<file path="src/rtl/paddle_controller.sv">
// paddle_controller
//   Turns synchronised up/down button levels into the Pong paddle's top line.
//   Each button passes a stability filter; the filtered pair selects an
//   UP/DOWN/IDLE state, and the paddle moves once per frame tick with
//   press-and-hold acceleration, clamped to 0..Y_MAX.
// Ports
//   i_clock      system clock
//   i_reset_n    asynchronous active-low reset
//   i_btn_up     synchronised up-button level (1 = pressed)
//   i_btn_down   synchronised down-button level (1 = pressed)
//   i_frame_tick one-cycle pulse per frame
//   o_paddle_y   paddle top line, 0..Y_MAX
//   o_at_top     paddle at line 0
//   o_at_bottom  paddle at Y_MAX
//   o_moving     state is UP or DOWN
module paddle_controller #(
   parameter int unsigned STABLE_CYCLES = 1000000,
   parameter int unsigned SCREEN_H      = 480,
   parameter int unsigned PADDLE_H      = 80,
   parameter int unsigned Y_INIT        = 200,
   parameter int unsigned SPEED_MIN     = 2,
   parameter int unsigned SPEED_MAX     = 8,
   parameter int unsigned ACCEL_FRAMES  = 4
) (
   input  logic       i_clock,
   input  logic       i_reset_n,
   input  logic       i_btn_up,
   input  logic       i_btn_down,
   input  logic       i_frame_tick,
   output logic [9:0] o_paddle_y,
   output logic       o_at_top,
   output logic       o_at_bottom,
   output logic       o_moving
);

   localparam int unsigned YMax = SCREEN_H - PADDLE_H;
   localparam int unsigned CntW = $clog2(STABLE_CYCLES + 1);
   localparam int unsigned FrmW = (ACCEL_FRAMES > 1) ? $clog2(ACCEL_FRAMES) : 1;
   localparam int unsigned SpdW = $clog2(SPEED_MAX + 1);

   localparam logic [CntW-1:0] CntLast = CntW'(STABLE_CYCLES - 1);
   localparam logic [FrmW-1:0] FrmLast = FrmW'(ACCEL_FRAMES - 1);
   localparam logic [SpdW-1:0] SpdMin  = SpdW'(SPEED_MIN);
   localparam logic [SpdW-1:0] SpdMax  = SpdW'(SPEED_MAX);
   localparam logic [10:0]     YMax11  = 11'(YMax);
   localparam logic [9:0]      YMax10  = 10'(YMax);
   localparam logic [9:0]      YInit10 = 10'(Y_INIT);

   typedef enum logic [1:0] {StIdle, StUp, StDown} state_e;

   state_e          state_q, state_d;
   logic [1:0]      filt_q, filt_d;      // bit 0 = up, bit 1 = down
   logic [CntW-1:0] cnt_q [2];
   logic [CntW-1:0] cnt_d [2];
   logic [9:0]      y_q, y_d;
   logic [SpdW-1:0] speed_q, speed_d;
   logic [FrmW-1:0] frm_q, frm_d;

   logic [1:0]  raw;
   logic [10:0] y_ext, spd_ext, dn_sum;

   assign raw     = {i_btn_down, i_btn_up};
   assign y_ext   = {1'b0, y_q};
   assign spd_ext = 11'(speed_q);
   assign dn_sum  = y_ext + spd_ext;

   // Stability filter: accept a new level only after CntLast+1 consecutive mismatches.
   always_comb begin
      filt_d = filt_q;
      for (int b = 0; b < 2; b++) begin
         cnt_d[b] = '0;
         if (raw[b] != filt_q[b]) begin
            if (cnt_q[b] == CntLast) begin
               filt_d[b] = raw[b];
            end else begin
               cnt_d[b] = cnt_q[b] + CntW'(1);
            end
         end
      end
   end

   always_comb begin
      unique case (filt_q)
         2'b01:   state_d = StUp;
         2'b10:   state_d = StDown;
         default: state_d = StIdle;
      endcase
   end

   // Motion uses the registered state, so a tick coinciding with a state change
   // still moves in the old direction.
   always_comb begin
      y_d = y_q;
      if (i_frame_tick) begin
         case (state_q)
            StUp:    y_d = (y_ext < spd_ext) ? '0 : 10'(y_ext - spd_ext);
            StDown:  y_d = (dn_sum > YMax11) ? YMax10 : 10'(dn_sum);
            default: y_d = y_q;
         endcase
      end
   end

   // A state change reloads speed and frame count ahead of any acceleration.
   always_comb begin
      speed_d = speed_q;
      frm_d   = frm_q;
      if (state_d != state_q) begin
         speed_d = SpdMin;
         frm_d   = '0;
      end else if (i_frame_tick && (state_q != StIdle)) begin
         if (frm_q == FrmLast) begin
            frm_d = '0;
            if (speed_q < SpdMax) begin
               speed_d = speed_q + SpdW'(1);
            end
         end else begin
            frm_d = frm_q + FrmW'(1);
         end
      end
   end

   always_ff @(posedge i_clock or negedge i_reset_n) begin
      if (!i_reset_n) begin
         state_q <= StIdle;
         filt_q  <= '0;
         cnt_q   <= '{default: '0};
         y_q     <= YInit10;
         speed_q <= SpdMin;
         frm_q   <= '0;
      end else begin
         state_q <= state_d;
         filt_q  <= filt_d;
         cnt_q   <= cnt_d;
         y_q     <= y_d;
         speed_q <= speed_d;
         frm_q   <= frm_d;
      end
   end

   assign o_paddle_y  = y_q;
   assign o_at_top    = (y_q == '0);
   assign o_at_bottom = (y_q == YMax10);
   assign o_moving    = (state_q != StIdle);

endmodule

</file>
<file path="config.mk">
export PLATFORM = sky130hd
export DESIGN_NAME = paddle_controller
export DESIGN_NICKNAME = d
export VERILOG_FILES = /design/src/rtl/paddle_controller.sv
export SDC_FILE = /design/constraint.sdc
export NUM_CORES = 1
export LEC_CHECK = 0
export BUFFER_PORTS_ARGS = -buffer_cell sky130_fd_sc_hd__buf_2
export CAP_MARGIN = 5
export CELL_PAD_IN_SITES_DETAIL_PLACEMENT = 1
export CELL_PAD_IN_SITES_GLOBAL_PLACEMENT = 1
export CORE_MARGIN = 4
export CORE_UTILIZATION = 48
export DETAILED_ROUTE_END_ITERATION = 16
export MAX_ROUTING_LAYER = met4
export PLACE_DENSITY_LB_ADDON = 0.1
export SLEW_MARGIN = 0
export SYNTH_ARGS = -nofsm -noshare
export SYNTH_HDL_FRONTEND = slang
export SYNTH_SLANG_ARGS = --single-unit
</file>
<file path="constraint.sdc">
create_clock -name i_clock -period 2.6 [get_ports i_clock]
set_input_delay 0.39 -clock i_clock [delete_from_list [all_inputs] [get_ports i_clock]]
set_output_delay 0.39 -clock i_clock [all_outputs]
set_load 0.03 [all_outputs]
</file>
==> results of run 1 <==
-- worst max-delay path, delay by kind of cell, from the launching register on --
family / cells / cell delay (ns)
AO/OA/AOI/OAI: 4 / 0.80
AND/OR/NAND/NOR: 3 / 0.75
flip-flops: 1 / 0.58
adder cells (fa/ha/maj): 1 / 0.33
-- path summary, 6_finish.rpt --
check                                             to  slack [ns]  cells past startpoint                      start
min in group i_clock           filt_q[0]$_DFFE_PN0P_        0.31                      2                   i_btn_up
max in group asynchronous  o_paddle_y[0]$_DFFE_PN0P_        1.86                      2                  i_reset_n
min                              cnt_q[26]$_DFF_PN0_        0.19                      2                  i_reset_n
min reg2reg                      cnt_q[20]$_DFF_PN0_        0.48                      1        cnt_q[20]$_DFF_PN0_
max                        o_paddle_y[3]$_DFFE_PN1P_        0.06                      8  o_paddle_y[3]$_DFFE_PN1P_
max reg2reg                o_paddle_y[3]$_DFFE_PN1P_        0.06                      8  o_paddle_y[3]$_DFFE_PN1P_
-- power by group through the flow --
stage          Sequential [mW]  Combinational [mW]  Clock, mW
3_5_place_dp             0.965              0.0525          0
2_1_floorplan            0.964              0.0223          0
6_report                 0.948              0.0514      0.957
4_1_cts                  0.948              0.0541      0.968
5_1_grt                  0.949              0.0604       1.01
3_3_place_gp             0.965              0.0516          0
-- synthesized netlist by cell type, drive strengths merged (3+ instances only) --
cell type  number  area, um^2
a21o            6       45.04
a21oi          20       111.4
a31oi           6       58.80
and2            4       25.02
and3           12       75.07
buf             5       32.53
clkbuf          9       37.54
dfrtp          56        1401
dfstp           4       105.1
ha             14       175.2
inv            17       63.81
nand2          22       82.58
nand2b          3       26.27
nand3          23       120.1
nand4           6       37.54
nor2           62       235.2
nor3           10       61.31
nor3b           3       22.52
nor4            7       43.79
o21ai          11       55.05
xnor2          22       192.7
xor2           26       227.7
-- registers in the layout (all words and copies together) (netlist names) --
signal and cells:
cnt_q 40, o_paddle_y 10, speed_q 4, filt_q 2
frm_q 2, state_q 2
-- cell families (layout without fill, tap and decap cells) --
family,count (synthesis),in the layout
and+or+nand+nor,168,168
adders and majority gates,16,16
xor gates and xnor gates,48,48
buffers and inverters,31,64
DFF,60,60
muxes,4,4
AOI/OAI and AO/OA,61,61
-- cell type report --
type | count | area share [%]
Timing Repair Buffer | 31 | 4.517
Clock buffer | 12 | 3.493
Inverter | 17 | 1.536
Tap cell | 99 | 2.981
Clock inverter | 4 | 1.746
Sequential cell | 60 | 36.31
Multi-Input combinational cell | 297 | 49.41
-- metal layers --
| layer | vias to the layer above | global-route usage (%) | wire [um] |
|---|---|---|---|
| met1 | 1507 | 27.61 | 4201 |
| met5 | - | - | 0 |
| met4 | 0 | 9.375 | 159 |
| met3 | 18 | 4.382 | 239 |
| li1 | 1396 | - | - |
| met2 | 35 | 37.46 | 4767 |
-- what timing repair did --
item	in CTS	in global routing
setup buffers	0	4
pin swaps	1	3
endpoints found under the setup margin	1	9
resized for setup	0	18
-- layout by cell type, fill, tap and decap left out, types with 6 or more instances in the layout --
cell,instances
nand4_1,6
a21o_1,6
nor4_1,7
nor2_1,60
dfrtp_1,54
and3_1,12
clkbuf_8,10
buf_2,17
nand2_1,22
buf_4,13
xnor2_1,20
xor2_1,24
inv_1,16
nor3_1,9
o21ai_0,7
ha_1,12
nand3_1,21
a21oi_1,19
==> flow_metrics.tcl, run 1 <==
set metrics [dict create \
    synth_seq_area_share_pct 41.73 \
    initialDrtViolationCount 82 \
    synth_mux_area_share_pct 1.179 \
    start_util_pct 49.50 \
    ys_flop_type "dfrtp_1" \
    synth_fp_nets 409 \
    initial_antenna_violation_count 0 \
    clock_skew_ns 0.01158 \
    ctsLongestPathBuffers 2 \
    cts_root_buffer "clkbuf_8" \
    drv_slew 0 \
    clk_pin_slew_worst_paths_ns 0.06 \
    first_pass_iters 4 \
    fill_cells 878 \
    area.sequential_mm2 0.001509 \
    cts-htree-levels 3 \
    synth_area_per_cell_um2 9.303 \
    grt_max_degree 61 \
    placeableCoreArea_mm2 0.007292 \
    synth.yosys.warnings 0 \
    latest_clock_arrival_within_the_worst_skew_pair_ns 0.36 \
    comb_power_share_pct 2.6 \
    layout.nets 437 \
    power_density_mw_per_mm2 470.7 \
    place_congestion 0.9150 \
    finalInstanceArea_mm2 0.004155 \
    drive_gt1_share_pct 19.24 \
    via_per_inst 5.685 \
    grt_first_pass_wirelength_um 15300 \
    detail_route.wirelength_um 9367 \
    asyncSetResetFlopFracSynth_pct 100.0 \
    dp.cells 500 \
    place.port_buffers 17 \
    run_status "finished clean" \
    synth_compound_gate_area_share_pct 12.10 \
    utilization_pct 56.98 \
    worst_slew_pin_slew_ns 0.7647 \
    drcViolationCount 0 \
    final_critical_path_setup_slack_ns 0.06474 \
    setup_viol_count_final 0 \
    critical-path-slowest-cell "dfstp_2" \
    final.setup.tns_ns 0 \
    max_stage_delay_ns 0.58 \
    critPathLaunchType "register" \
    cpMostUsedCell "a31oi_4" \
    max_cap_viol_count 0 \
    area_of_the_multi_input_gates_mm2 0.002053 \
    finalWorstPathRequiredPeriod_ns 2.535 \
    timing_hold_violations_final 0 \
    timing.hold.ws_ns 0.1880 \
    tritoncts "done" \
    ys_seq_elements 60 \
    min_path_type "primary input to async pin" \
    dpl_worst_slack_ns 0.0007840 \
    yosys.area_share.adder_pct 5.962 \
    via_count 2956 \
    synth-xor-area-share_pct 11.65 \
    power.static_leakage_nw 1.897 \
    critPathKind "register to register" \
    rows 31 \
    track_usage_pct 22.83 \
    overflow 0 \
    cp_max_fo 6 \
    grt_pass1_vias 3107 \
    antenna_fix_cells 0 \
    synth_area_mm2 0.003610 \
    design.die.area_mm2 0.008972 \
    cts_hold_buffers 0 \
    stdcell_count 520 \
    die_w_um 94.72 \
    synth_top_family_by_area "simple AND/OR/NAND/NOR gates" \
    cts_inserted_buffers 9 \
    worst_ep_arrival_time_ns 2.80 \
    clock_sink_count 60 \
    netlist_instances 388 \
    placement.cell_area_mm2 0.003824 \
    end_kind "register" \
    post-dp-hpwl_um 6228 \
    cp.required_ns 2.86 \
    power_total_mw 1.956 \
    worst_ir_drop_vdd_v 0.0003078 \
    achievable-frequency_ghz 0.3944 \
    final.period_utilization_pct 97.51 \
    synth_edf_count 0 \
    timing.critical_path.cells "ha_2 > nor2_2 > a31oi_4 > a21bo_2 > or4_4 > nand3_2 > a31oi_4 > o31ai_2" \
    p_clk_share_pct 48.9 \
    synthDistinctLibCells 65 \
    ios 18 \
    switching_share_pct 22.33 \
    flow.area_growth_from_synthesis_pct 15.11 \
    chipHeight_um 94.72 \
    net-switching-power_mw 0.4367 \
    antenna_violating_nets_remaining 0 \
    relSlewSlack_pct 49.02 \
    routed_wire_length_per_instance_um 18.01 \
    cellInternalPower_mw 1.519 \
    part_of_the_power_in_registers_pct 48.5 \
    yosys.area_share.simple_pct 23.67 \
]
No activity file was read; power rests on OpenSTA's default activity.
==> run 2: changes to the inputs <==
--- a/config.mk
+++ b/config.mk
@@ -12,8 +12,10 @@
 export CORE_MARGIN = 4
 export CORE_UTILIZATION = 48
 export DETAILED_ROUTE_END_ITERATION = 16
+export GPL_TIMING_DRIVEN = 0
 export MAX_ROUTING_LAYER = met4
 export PLACE_DENSITY_LB_ADDON = 0.1
+export RECOVER_POWER = 50
 export SLEW_MARGIN = 0
 export SYNTH_ARGS = -nofsm -noshare
 export SYNTH_HDL_FRONTEND = slang
==> run 2 against run 1 <==
  * The flow now finishes with violations (max-capacitance violations, max-slew violations, negative setup slack)
  * Register-to-register slack got worse by 0.12 ns
  * Hold slack improved by 0.14 ns
  * Final cell count rose by 3.1%
  * First-iteration DRC count fell by 13%
  * Worst setup slack worse by 0.12 ns
  * Count of clock-buffer cells in the layout decreased by 2
  * Clock skew fell by 0.00078 ns
==> flow_metrics.tcl, run 2 (same netlist as run 1, synthesis figures left out) <==
set metrics [dict create \
    cts-htree-levels 3 \
    layout.nets 453 \
    first_pass_iters 4 \
    failed_checks "max-capacitance violations, max-slew violations, negative setup slack" \
    design.die.area_mm2 0.008972 \
    setup_repair_after_global_routing_missed_its_margin "yes" \
    route.layer.met1.wl_um 4167 \
    ctsLongestPathBuffers 2 \
    largest_reg_flops 40 \
    place_congestion 0.7685 \
    rows 31 \
    top_signal_layer_used "met4" \
    cts_inserted_buffers 9 \
    cts_root_buffer "clkbuf_8" \
    tritoncts "done" \
    detail_route.wirelength_um 9360 \
    max_flop_register "cnt_q" \
    start_util_pct 49.50 \
    placement.cell_area_mm2 0.003839 \
    initialDrtViolationCount 71 \
    critPathLaunchType "register" \
    clk_pin_slew_worst_paths_ns 0.08 \
    latest_clock_arrival_within_the_worst_skew_pair_ns 0.34 \
    drcViolationCount 0 \
    end_kind "register" \
    place.port_buffers 17 \
    via_count 3003 \
    worst_slew_pin_slew_ns 1.690 \
    critPathKind "register to register" \
    placeableCoreArea_mm2 0.007292 \
    power_density_mw_per_mm2 404.9 \
    setup_viol_count_final 1 \
    relSlewSlack_pct -12.65 \
    finalWorstPathRequiredPeriod_ns 2.657 \
    final.period_utilization_pct 102.2 \
    ios 18 \
    clock_skew_ns 0.01080 \
    chipHeight_um 94.72 \
    clock_sink_count 60 \
    antenna_violating_nets_remaining 0 \
    achievable-frequency_ghz 0.3763 \
    leading_cell_type_in_the_layout_fill_and_taps_excluded "nor2_1" \
    cts_hold_buffers 0 \
    max_stage_delay_ns 0.41 \
    critical-path-slowest-cell "dfrtp_1" \
    power.static_leakage_nw 1.919 \
    timing_hold_violations_final 0 \
    finalInstanceArea_mm2 0.004290 \
    initial_antenna_violation_count 0 \
    post-dp-hpwl_um 6204 \
    cp_max_fo 7 \
    worst_ir_drop_vdd_v 0.0002961 \
    die_w_um 94.72 \
    mostFrequentLayoutCells "nor2_1 (60), dfrtp_1 (53), xor2_1 (23)" \
    drive_gt1_share_pct 21.74 \
    wl_met3_um 197 \
    track_usage_pct 22.09 \
    run_status "finished with violations" \
    utilization_pct 58.84 \
    final.setup.tns_ns -0.05739 \
    drv_slew 31 \
    overflow 0 \
    routed_wire_length_per_instance_um 17.46 \
    min_path_type "primary input to register" \
    flow.area_growth_from_synthesis_pct 18.86 \
    antenna_fix_cells 0 \
    met2_length_um 4883 \
    power_total_mw 1.737 \
    worst_ep_arrival_time_ns 2.87 \
    max_cap_viol_count 1 \
    final_critical_path_setup_slack_ns -0.05739 \
    cp.required_ns 2.81 \
    timing.critical_path.cells "inv_2 > ha_1 > buf_6 > nand2b_4 > a21o_4 > a21boi_4 > buf_4 > xnor2_2 > nor2_1 > and3b_1 > o41ai_1" \
    grt_first_pass_wirelength_um 15160 \
    via_per_inst 5.603 \
    grt_pass1_vias 3180 \
    grt_max_degree 32 \
]
run 2: changes by cell type in the layout (fill, tap and decap cells not counted), moves of 2 or more:
cell	change
ha_2	-2
nor2_2	-2
a21oi_2	+2
a21o_4	+2
a21o_1	-2
ha_4	+2
a21oi_1	-2
clkbuf_1	+11
buf_2	-2
buf_6	+2
clkinvlp_4	+2
nor2_4	+2
bufinv_16	-2
run 2: through the flow:
stage / cells / hold slack, ns / setup WS (ns)
after floorplan: 388 / 0.09441 / 0.08861
after CTS: 523 / 0.1257 / 0.0007825
after detailed placement: 505 / 0.4762 / -0.1526
after global routing: 536 / 0.3196 / -0.1437
after global placement: 504 / 0.4697 / -0.1224
final: 536 / 0.3262 / -0.05739
run 2: per-layer routing:
layer / track usage [%] / vias up
li1: - / 1427
met1: 26.76 / 1524
met2: 37.58 / 42
met3: 4.223 / 10
met4: 6.250 / 0
met5: - / -
run 2: report_power, final:
| part | internal, mW | switching, mW | total (mW) |
|---|---|---|---|
| clock network | 0.344 | 0.394 | 0.738 |
| logic | 0.0132 | 0.0386 | 0.0518 |
| registers | 0.941 | 0.00668 | 0.947 |
| total | 1.30 | 0.439 | 1.74 |
run 2: final timing paths:
path / cells past startpoint / slack [ns] / from / to
worst max-delay path: 11 / -0.06 / speed_q[2]$_DFFE_PN0P_ / o_paddle_y[4]$_DFFE_PN0P_
worst max register to register: 11 / -0.06 / speed_q[2]$_DFFE_PN0P_ / o_paddle_y[4]$_DFFE_PN0P_
worst min register to register: 1 / 0.48 / cnt_q[0]$_DFF_PN0_ / cnt_q[0]$_DFF_PN0_
min in group asynchronous: 1 / 0.48 / i_reset_n / cnt_q[37]$_DFF_PN0_
max in group asynchronous: 2 / 0.58 / i_reset_n / cnt_q[1]$_DFF_PN0_
worst min-delay path: 2 / 0.33 / i_btn_down / filt_q[1]$_DFFE_PN0P_
run 2: repair_timing:
item | CTS | global route
pin swaps | 1 | 8
setup buffers | 2 | 13
endpoints found under the setup margin | 9 | 8
resized for setup | 9 | 27
run 2: final cells by class:
class / count / area [um^2]
Buffer: 14 / 77.57
Clock buffer: 10 / 127.6
Clock inverter: 6 / 41.29
Fill cell: 859 / 3002
Inverter: 17 / 63.81
Multi-Input combinational cell: 297 / 2145
Sequential cell: 60 / 1510
Tap cell: 99 / 123.9
Timing Repair Buffer: 33 / 201.4
run 2: worst max-delay path: cells and delay by family, from the launching register on:
kind	cells	cell delay (ns)
AOI/OAI and AO/OA	3	0.86
and+or+nand+nor	3	0.44
DFF	1	0.41
buffers and inverters	3	0.39
adders and majority gates	1	0.29
xor gates and xnor gates	1	0.14
